<file path="config.mk">
export PLATFORM = sky130hd
export DESIGN_NAME = shift_pipe
export DESIGN_NICKNAME = d
export VERILOG_FILES = /design/src/rtl/shift_pipe.sv
export SDC_FILE = /design/constraint.sdc
export NUM_CORES = 1
export LEC_CHECK = 0
export ABC_AREA = 1
export BUFFER_PORTS_ARGS = -buffer_cell sky130_fd_sc_hd__buf_4
export CAP_MARGIN = 20
export CORE_MARGIN = 4
export CORE_UTILIZATION = 40
export CTS_BUF_LIST = sky130_fd_sc_hd__clkbuf_16
export DETAILED_ROUTE_END_ITERATION = 12
export GPL_TIMING_DRIVEN = 0
export SYNTH_ARGS = -nofsm -noshare
export SYNTH_HDL_FRONTEND = slang
export SYNTH_SLANG_ARGS = --single-unit
</file>
<file path="constraint.sdc">
create_clock -name clk_i -period 1.3 [get_ports clk_i]
set_input_delay 0.195 -clock clk_i [delete_from_list [all_inputs] [get_ports clk_i]]
set_output_delay 0.195 -clock clk_i [all_outputs]
set_load 0.05 [all_outputs]
</file>
<file path="src/rtl/shift_pipe.sv">
// Pipelined barrel shifter (SRL/SLL/SRA/ROR), one registered stage per amount bit.
// Define SHIFT_STICKY_EN to add the sticky output (OR of all bits shifted out).
module shift_pipe #(
  parameter int N     = 8,
  parameter int AMT_N = 3   // must equal $clog2(N); N a power of two
) (
  input  logic             clk_i,
  input  logic             rst_ni,
  input  logic             en_i,
  input  logic             in_valid_i,
  output logic             in_ready_o,
  input  logic [N-1:0]     d_i,
  input  logic [AMT_N-1:0] amt_i,
  input  logic [1:0]       mode_i,
  output logic             out_valid_o,
  input  logic             out_ready_i,
  output logic [N-1:0]     out_o
`ifdef SHIFT_STICKY_EN
  ,
  output logic             sticky_o
`endif
);

  localparam logic [1:0] MODE_SRL = 2'b00;
  localparam logic [1:0] MODE_SLL = 2'b01;
  localparam logic [1:0] MODE_SRA = 2'b10;

  logic advance;

  // The whole pipe moves as one; a stalled output freezes every stage.
  assign in_ready_o = en_i && (!out_valid_o || out_ready_i);
  assign advance    = in_ready_o;

  for (genvar k = 0; k < AMT_N; k++) begin : g_stage
    localparam int S = 1 << k;

    logic [N-1:0]       srcData;
    logic [AMT_N-k-1:0] srcAmt;
    logic [1:0]         srcMode;
    logic               srcValid;
    logic [N-1:0]       data_d;
    logic [N-1:0]       data_q;
    logic               valid_q;

    if (k == 0) begin : g_head
      assign srcData  = d_i;
      assign srcAmt   = amt_i;
      assign srcMode  = mode_i;
      assign srcValid = in_valid_i;
    end else begin : g_body
      assign srcData  = g_stage[k-1].data_q;
      assign srcAmt   = g_stage[k-1].g_carry.amt_q;
      assign srcMode  = g_stage[k-1].g_carry.mode_q;
      assign srcValid = g_stage[k-1].valid_q;
    end

    always_comb begin
      data_d = srcData;
      if (srcAmt[0]) begin
        case (srcMode)
          MODE_SRL: data_d = srcData >> S;
          MODE_SLL: data_d = srcData << S;
          MODE_SRA: data_d = $signed(srcData) >>> S;
          default:  data_d = (srcData >> S) | (srcData << (N - S));
        endcase
      end
    end

    always_ff @(posedge clk_i or negedge rst_ni) begin
      if (!rst_ni) begin
        data_q  <= '0;
        valid_q <= 1'b0;
      end else if (advance) begin
        data_q  <= data_d;
        valid_q <= srcValid;
      end
    end

    // Only the amount bits still to be applied travel on; the last stage needs none.
    if (k < AMT_N - 1) begin : g_carry
      logic [AMT_N-k-2:0] amt_q;
      logic [1:0]         mode_q;

      always_ff @(posedge clk_i or negedge rst_ni) begin
        if (!rst_ni) begin
          amt_q  <= '0;
          mode_q <= '0;
        end else if (advance) begin
          amt_q  <= srcAmt[AMT_N-k-1:1];
          mode_q <= srcMode;
        end
      end
    end

`ifdef SHIFT_STICKY_EN
    localparam logic [N-1:0] LOW_MASK  = {N{1'b1}} >> (N - S);
    localparam logic [N-1:0] HIGH_MASK = ~({N{1'b1}} >> S);

    logic stickyIn;
    logic sticky_d;
    logic sticky_q;

    if (k == 0) begin : g_sticky_head
      assign stickyIn = 1'b0;
    end else begin : g_sticky_body
      assign stickyIn = g_stage[k-1].sticky_q;
    end

    always_comb begin
      sticky_d = stickyIn;
      if (srcAmt[0]) begin
        case (srcMode)
          MODE_SRL, MODE_SRA: sticky_d = stickyIn | (|(srcData & LOW_MASK));
          MODE_SLL:           sticky_d = stickyIn | (|(srcData & HIGH_MASK));
          default:            sticky_d = stickyIn;
        endcase
      end
    end

    always_ff @(posedge clk_i or negedge rst_ni) begin
      if (!rst_ni) begin
        sticky_q <= 1'b0;
      end else if (advance) begin
        sticky_q <= sticky_d;
      end
    end
`endif
  end

  assign out_valid_o = g_stage[AMT_N-1].valid_q;
  assign out_o       = g_stage[AMT_N-1].data_q;
`ifdef SHIFT_STICKY_EN
  assign sticky_o    = g_stage[AMT_N-1].sticky_q;
`endif

endmodule

</file>
* Yosys cells after proc, flatten, opt, wreduce, memory -nomap -nowiden *
Cells that the tools add are included.

operators by class
  reductions and logical operators = 6
  bitwise operators = 3
  mux-type cells = 6
  eq/ne operators = 6

operators with widths
  cell                                                             count
  8-bit one-hot mux with 3 select lines                            3
  8-bit two-way mux                                                3
  4-bit by 8-bit OR with 8-bit output                              1
  6-bit by 8-bit OR with 8-bit output                              1
  7-bit by 8-bit OR with 8-bit output                              1
  2-bit by 1-bit == test with 1-bit output, second input constant  3
  2-bit == test, second input constant                             3
  2-bit zero test                                                  3
  1-bit logical AND                                                1
  1-bit zero test                                                  1
  1-bit logical OR                                                 1

word-level totals
  logic and storage cells = 31
  input port bits = 18
  register bits after elaboration = 34
  output and inout port bits = 10

* Logic depth before layout (Yosys ltp) *
Gate-level depths: netlist of run 1.

  depth after elaboration = 3
  mapped depth = 7
  depth with buffers taken out = 7

* Worst setup path before layout of run 1 *
OpenSTA, ideal clock, no wires.

  path kind = register to register
  start = register g_stage[2].valid_q, in the netlist out_valid_o
  end = register g_stage[0].valid_q
  stages on the path, launching flop included = 7
  setup slack = -0.053 ns
  period minus slack after synthesis = 1.353 ns
  arrival = 1.234 ns
  buffers on the path = 1
  required time = 1.181 ns
  cells stage by stage = dfrtp_1 nand2_2 nand2_4 inv_4 buf_6 nand2_1 o21ai_2

on the way
  longest elaborated chain between the ends = 3

ends and longest elaborated chain
  element                 line  text
  from (decl)             43    logic valid_q;
  from (signal assigned)  75    valid_q <= srcValid;
  1-bit zero test         31    assign in_ready_o = en_i && (!out_valid_o || out_ready_i);
  1-bit logical OR        31
  1-bit logical AND       31
  net in_ready_o          11    output logic in_ready_o,
  to (signal assigned)    75
  to (decl)               43

The timed path passes the listed nets, and every way through them passes these cells.
A chain may end at the register's enable or synchronous reset.

* Final worst setup path of run 1 *
  start = register g_stage[2].valid_q, in the netlist out_valid_o
  end = output in_ready_o

on the way
  longest elaborated chain between the ends = 3

ends and longest elaborated chain
  element            line
  1-bit zero test    31
  1-bit logical OR   31
  1-bit logical AND  31
  to (decl)          11

No other way between the ends.

==> impl_metrics.json, run 1 <==
{
  "slew_headroom_pct": 71.8,
  "rsz0062_at_grt": "false",
  "synth_area_um2": 1970,
  "portBuffers": 25,
  "grt_pass1_vias": 1838,
  "cpMaxStageDelayCell": "dfrtp_2",
  "drc_errors": 0,
  "max_stage_delay_ns": 0.42,
  "totalWireLength_um": 4450,
  "path_buf_inv": 2,
  "ys_ff_latch": 34,
  "nets": 324,
  "via_count": 1760,
  "clockBufferDepth": 2,
  "fmax_mhz": 795,
  "path_delay_family": "flip-flops",
  "cts.sinks": 34,
  "worstSkewPairLatency_ns": 0.28,
  "core_area_um2": 4750,
  "hold_class": "in -> reg",
  "async_flop_share_pct": 100,
  "ctsRootBufferMaster": "clkbuf_16",
  "worst_pin_slew_ns": 0.423,
  "place_hpwl_um": 3170,
  "synth_cells": 270,
  "synthTopCellsByCount": "78 x nand2_1, 45 x nor2_1, 34 x dfrtp_1, 34 x nand3_1, 24 x inv_1",
  "fp.dieW_um": 78.1,
  "cts_tree": "yes",
  "grt_max_degree": 35,
  "rows": 25,
  "cp-end-kind": "primary output",
  "cts_buffers": 5,
  "path_class": "reg -> out",
  "dr.pass1.iters": 6,
  "synth_nets": 288,
  "synth.avg_cell_area_um2": 7.28,
  "finalSetupTns_ns": 0,
  "yosysMostFrequentCell": "nand2_1",
  "yosysTopAreaCell": "dfrtp_1",
  "die_y_um": 78.1,
  "power.total_w": 0.00456,
  "drt-initial-drc-count": 110,
  "grt_pass1_wl_um": 7850,
  "cp_max_fo": 3,
  "yosysWarnings": 0,
  "hold_path_depth": 3,
  "start_util_pct": 41.4,
  "routabilityCongestion": 0.794,
  "slew_viol_final": 0,
  "detail-route-antenna-nets": 0,
  "drive_gt1_share_pct": 24.8,
  "synth.area.top_cells": "dfrtp_1 43%, nand2_1 15%, nand3_1 8.7%, nor2_1 8.6%, inv_1 4.6%",
  "synth.top_cell.area_share_pct": 43.3,
  "crit_arrival_ns": 1.06,
  "cp_num_cells": 4,
  "dieArea_um2": 6100,
  "vdd_drop_max_v": 0.000614,
  "ys_seq_area_share_pct": 43.3,
  "status": "finished, final reports clean",
  "ys.flop_type": "dfrtp_1",
  "antenna_found_initial": 0,
  "io_pins": 28,
  "cts.htree.levels": 2,
  "startpoint_type": "flip-flop",
  "critPathRequiredTime_ns": 1.11,
  "maxCapViolCount": 0,
  "finClkSkew_ns": 0.00583,
  "wl_per_cell_um": 11.9,
  "grt-ovfl-total": 0,
  "setup_violations": 0,
  "synth_cell_type_count": 18,
  "clk_pin_slew_ns": 0.05,
  "crit_chain": "nand2_4, nand2_8, inv_8, buf_8",
  "synth-edff-count": 0,
  "worstRegToRegCells": 6,
  "via_per_inst": 4.71,
  "area_delta_synth_final_pct": 23.9,
  "track_usage_pct": 16.2,
  "p_per_area_nw_per_um2": 1870,
  "num_antenna_cells": 0,
  "hold_viol_final": 0,
  "finalCritPeriodShare_pct": 96.7,
  "fin_crit_ns": 1.26,
  "p_leak_nw": 1.27
}
## cell usage in the layout, fill, tap and decap left out
cell	count
o21ai_0	7
a21oi_1	7
dlygate4sd3_1	1
nand2_8	1
nand2_4	1
buf_4	35
dfrtp_1	33
nand3_1	34
o21ai_1	2
clkbuf_16	5
nor2_1	44
clkinv_2	2
buf_6	4
nor2_2	10
dfrtp_2	1
a21oi_2	10
inv_8	1
inv_1	25
buf_8	2
nand2_1	78
nand2_2	1
o21ai_2	1
inv_2	2
## routing by layer
metal	track usage (%)	routed length [um]
met1	17.6	1990
met2	29.5	2140
met3	4.01	209
met4	7.34	113
met5	0	0
## what timing repair did
action	in CTS	in global routing
hold buffers	1	0
pin swaps	1	0
resized for setup	6	1
setup endpoints to repair	1	1
endpoints found under the hold margin	34	0
setup buffers	4	0
## sequential cells by signal, summed over array words and instances (netlist names)
signal and flops:
out_o 8, out_valid_o 1, g_stage.g_carry.mode_q 4, g_stage.data_q 16
g_stage.valid_q 2, g_stage.g_carry.amt_q 3
## final cells by class
cell class / instances / area, um2
Buffer: 12 / 113
Multi-Input combinational cell: 196 / 905
Timing Repair Buffer: 30 / 235
Clock buffer: 5 / 125
Clock inverter: 3 / 13.8
Sequential cell: 34 / 852
Inverter: 27 / 109
Tap cell: 67 / 83.8
Fill cell: 511 / 2320
## logic make-up (layout without fill, tap and decap cells)
| group | after synthesis | in the layout | synth area share (%) |
|---|---|---|---|
| AO/OA/AOI/OAI | 27 | 27 | 8.97 |
| buffers and inverters | 40 | 77 | 11.6 |
| flip-flops | 34 | 34 | 43.3 |
| AND/OR/NAND/NOR | 169 | 169 | 36.2 |
## report_power, final
part	total, W	internal, W	switching, W
clock network	0.00111	0.000694	0.000416
registers	0.00163	0.00138	0.000248
logic	0.00182	0.000648	0.00117
## tightest hold or removal path, cell delays in order
cell     delay, ns
buf_4         0.07
nand2_1       0.05
o21ai_2       0.04
## metrics by stage
| step | area (um2) | util, % | setup slack [ns] | cells | hold slack, ns |
|---|---|---|---|---|---|
| 4_1_cts | 2430 | 51.2 | 0.0392 | 374 | 0.114 |
| 3_5_place_dp | 2240 | 47.1 | 0.0427 | 362 | 0.171 |
| 5_1_grt | 2440 | 51.2 | 0.00476 | 374 | 0.124 |
| 3_3_place_gp | 2240 | 47.1 | 0.0493 | 362 | 0.172 |
| 6_report | 2440 | 51.2 | 0.0425 | 374 | 0.118 |
| 2_1_floorplan | 1970 | - | 0.0953 | 270 | -0.101 |
## worst paths after layout
kind                                   endpoint        start  slack [ns]
max                                  in_ready_o  out_valid_o        0.04
min                          g_stage[0].valid_q   in_valid_i        0.12
max reg2reg                g_stage[1].data_q[5]  out_valid_o        0.08
min reg2reg                            out_o[1]     out_o[1]        0.48
max in group asynchronous           out_valid_o       rst_ni        0.58
min in group asynchronous    g_stage[0].valid_q       rst_ni        0.40
Power figures use the tool's default switching activity.
==> inputs of run 2 (changes only) <==
--- a/config.mk
+++ b/config.mk
@@ -6,7 +6,7 @@
 export NUM_CORES = 1
 export LEC_CHECK = 0
 export ABC_AREA = 1
-export BUFFER_PORTS_ARGS = -buffer_cell sky130_fd_sc_hd__buf_4
+export BUFFER_PORTS_ARGS = -buffer_cell sky130_fd_sc_hd__clkbuf_2
 export CAP_MARGIN = 20
 export CORE_MARGIN = 4
 export CORE_UTILIZATION = 40
==> constraint.sdc (replaced) <==
create_clock -name clk_i -period 1.6 [get_ports clk_i]
set_input_delay 0.24 -clock clk_i [delete_from_list [all_inputs] [get_ports clk_i]]
set_output_delay 0.24 -clock clk_i [all_outputs]
set_load 0.05 [all_outputs]
==> run 2 against run 1 <==
  * Clock skew shrank 0.0036 ns
  * Clock-buffer cell count unchanged
  * Sequential share of layout area is 1.8 points higher
  * Critical path depth stayed put
  * Global-route usage decreased by 0.52 points
  * Design area is 5.1% lower
  * Largest power group unchanged
==> impl_metrics.json, run 2 (synthesis gave the netlist of run 1 again) <==
{
  "grt-ovfl-total": 0,
  "largest_register": "g_stage.data_q",
  "drive_gt1_share_pct": 22.8,
  "finClkSkew_ns": 0.00220,
  "clk_pin_slew_ns": 0.05,
  "maxCapViolCount": 0,
  "stdcell_count": 369,
  "status": "finished, final reports clean",
  "startpoint_type": "flip-flop",
  "nets": 319,
  "via_per_inst": 4.63,
  "setup_violations": 0,
  "largest_reg_flops": 16,
  "grt_pass1_wl_um": 7680,
  "drc_errors": 0,
  "ctsRootBufferMaster": "clkbuf_16",
  "finalCritPeriodShare_pct": 92.4,
  "layout_commonest_cell": "nand2_1",
  "clockBufferDepth": 2,
  "hold_class": "in -> async",
  "place_hpwl_um": 3120,
  "core_area_um2": 4750,
  "route.top_layer_used": "met4",
  "dp_cells": 362,
  "track_usage_pct": 15.7,
  "rsz0062_at_grt": "false",
  "cts.htree.levels": 2,
  "rows": 25,
  "portBuffers": 25,
  "slew_headroom_pct": 43.8,
  "dieArea_um2": 6100,
  "p_per_area_nw_per_um2": 1540,
  "routabilityCongestion": 0.813,
  "worst_pin_slew_ns": 0.843,
  "cts_buffers": 5,
  "finalSetupTns_ns": 0,
  "grt_max_degree": 35,
  "critPathRequiredTime_ns": 1.36,
  "most-common-layout-cells": "78 x nand2_1, 45 x nor2_1, 34 x nand3_1, 34 x dfrtp_1, 25 x inv_1",
  "totalWireLength_um": 4210,
  "detail-route-antenna-nets": 0,
  "crit_arrival_ns": 1.24,
  "worstSkewPairLatency_ns": 0.27,
  "vdd_drop_max_v": 0.000563,
  "die_y_um": 78.1,
  "fp.dieW_um": 78.1,
  "cts_tree": "yes",
  "wl_per_cell_um": 11.4,
  "start_util_pct": 41.4,
  "via_count": 1710,
  "fin_crit_ns": 1.48,
  "hold_viol_final": 0,
  "p_leak_nw": 1.23,
  "antenna_found_initial": 0,
  "postCtsSetupRepairBufs": 0,
  "cp_max_fo": 15,
  "met3_wirelength_um": 209,
  "fillers": 515,
  "met2_wirelength_um": 1980,
  "io_pins": 28,
  "num_antenna_cells": 0,
  "drt-initial-drc-count": 157,
  "cts.sinks": 34,
  "cp-end-kind": "primary output",
  "fmax_mhz": 676,
  "path_class": "reg -> out",
  "wl_met1_um": 1950,
  "area_delta_synth_final_pct": 17.6,
  "slew_viol_final": 0,
  "fin_util_pct": 48.6,
  "grt_pass1_vias": 1733,
  "dr.pass1.iters": 4
}
## run 2: worst paths after layout
| path | end | slack (ns) | from | depth (start not counted) |
|---|---|---|---|---|
| max in group asynchronous | g_stage[0].data_q[7] | 1.00 | rst_ni | 1 |
| worst min-delay path | g_stage[1].valid_q | 0.06 | rst_ni | 1 |
| worst max register to register | g_stage[0].data_q[2] | 0.42 | out_valid_o | 6 |
| min in group clk_i | g_stage[0].g_carry.amt_q[0] | 0.16 | amt_i[1] | 3 |
| worst max-delay path | in_ready_o | 0.12 | out_valid_o | 4 |
| worst min register to register | out_o[1] | 0.47 | out_o[1] | 2 |
## run 2: routing by layer
metal | GRT usage [%] | vias to the layer above
met5 | 0 | -
met2 | 27.4 | 47
met1 | 19.1 | 758
met3 | 2.87 | 6
li1 | - | 899
met4 | 6.12 | 0
## run 2: where the power goes
part	switching, W	internal, W
clock	0.000327	0.000561
sequential	0.000196	0.00112
combinational	0.000921	0.000425
## run 2: final cells by class
cell class,instances,area [um2],share of cell area (%)
Tap cell,67,83.8,3.63
Sequential cell,34,851,36.8
Clock inverter,3,12.5,0.541
Clock buffer,5,125,5.41
Buffer,12,113,4.87
Timing Repair Buffer,25,135,5.84
Multi-Input combinational cell,196,888,38.4
Inverter,27,104,4.49
## run 2: stage by stage
step / total power, W / instance area (um2) / hold WS (ns) / setup WS, ns
2_1_floorplan: 0.00236 / 1970 / -0.0556 / 0.247
3_3_place_gp: 0.00268 / 2180 / 0.390 / 0.230
3_5_place_dp: 0.00269 / 2180 / 0.390 / 0.222
4_1_cts: 0.00361 / 2320 / 0.0972 / 0.0171
5_1_grt: 0.00383 / 2310 / 0.135 / 0.0432
6_report: 0.00355 / 2310 / 0.0598 / 0.121
## run 2: timing repair
item,CTS,global route
endpoints found under the setup margin,1,1
hold endpoints to repair,0,0
resized for setup,2,1
hold buffers,0,0
## run 2: critical path, stage by stage, from the launching register on
cell and delay, ns:
dfrtp_1 0.39, nand2_2 0.09, nand2_4 0.11, inv_4 0.19
buf_8 0.17
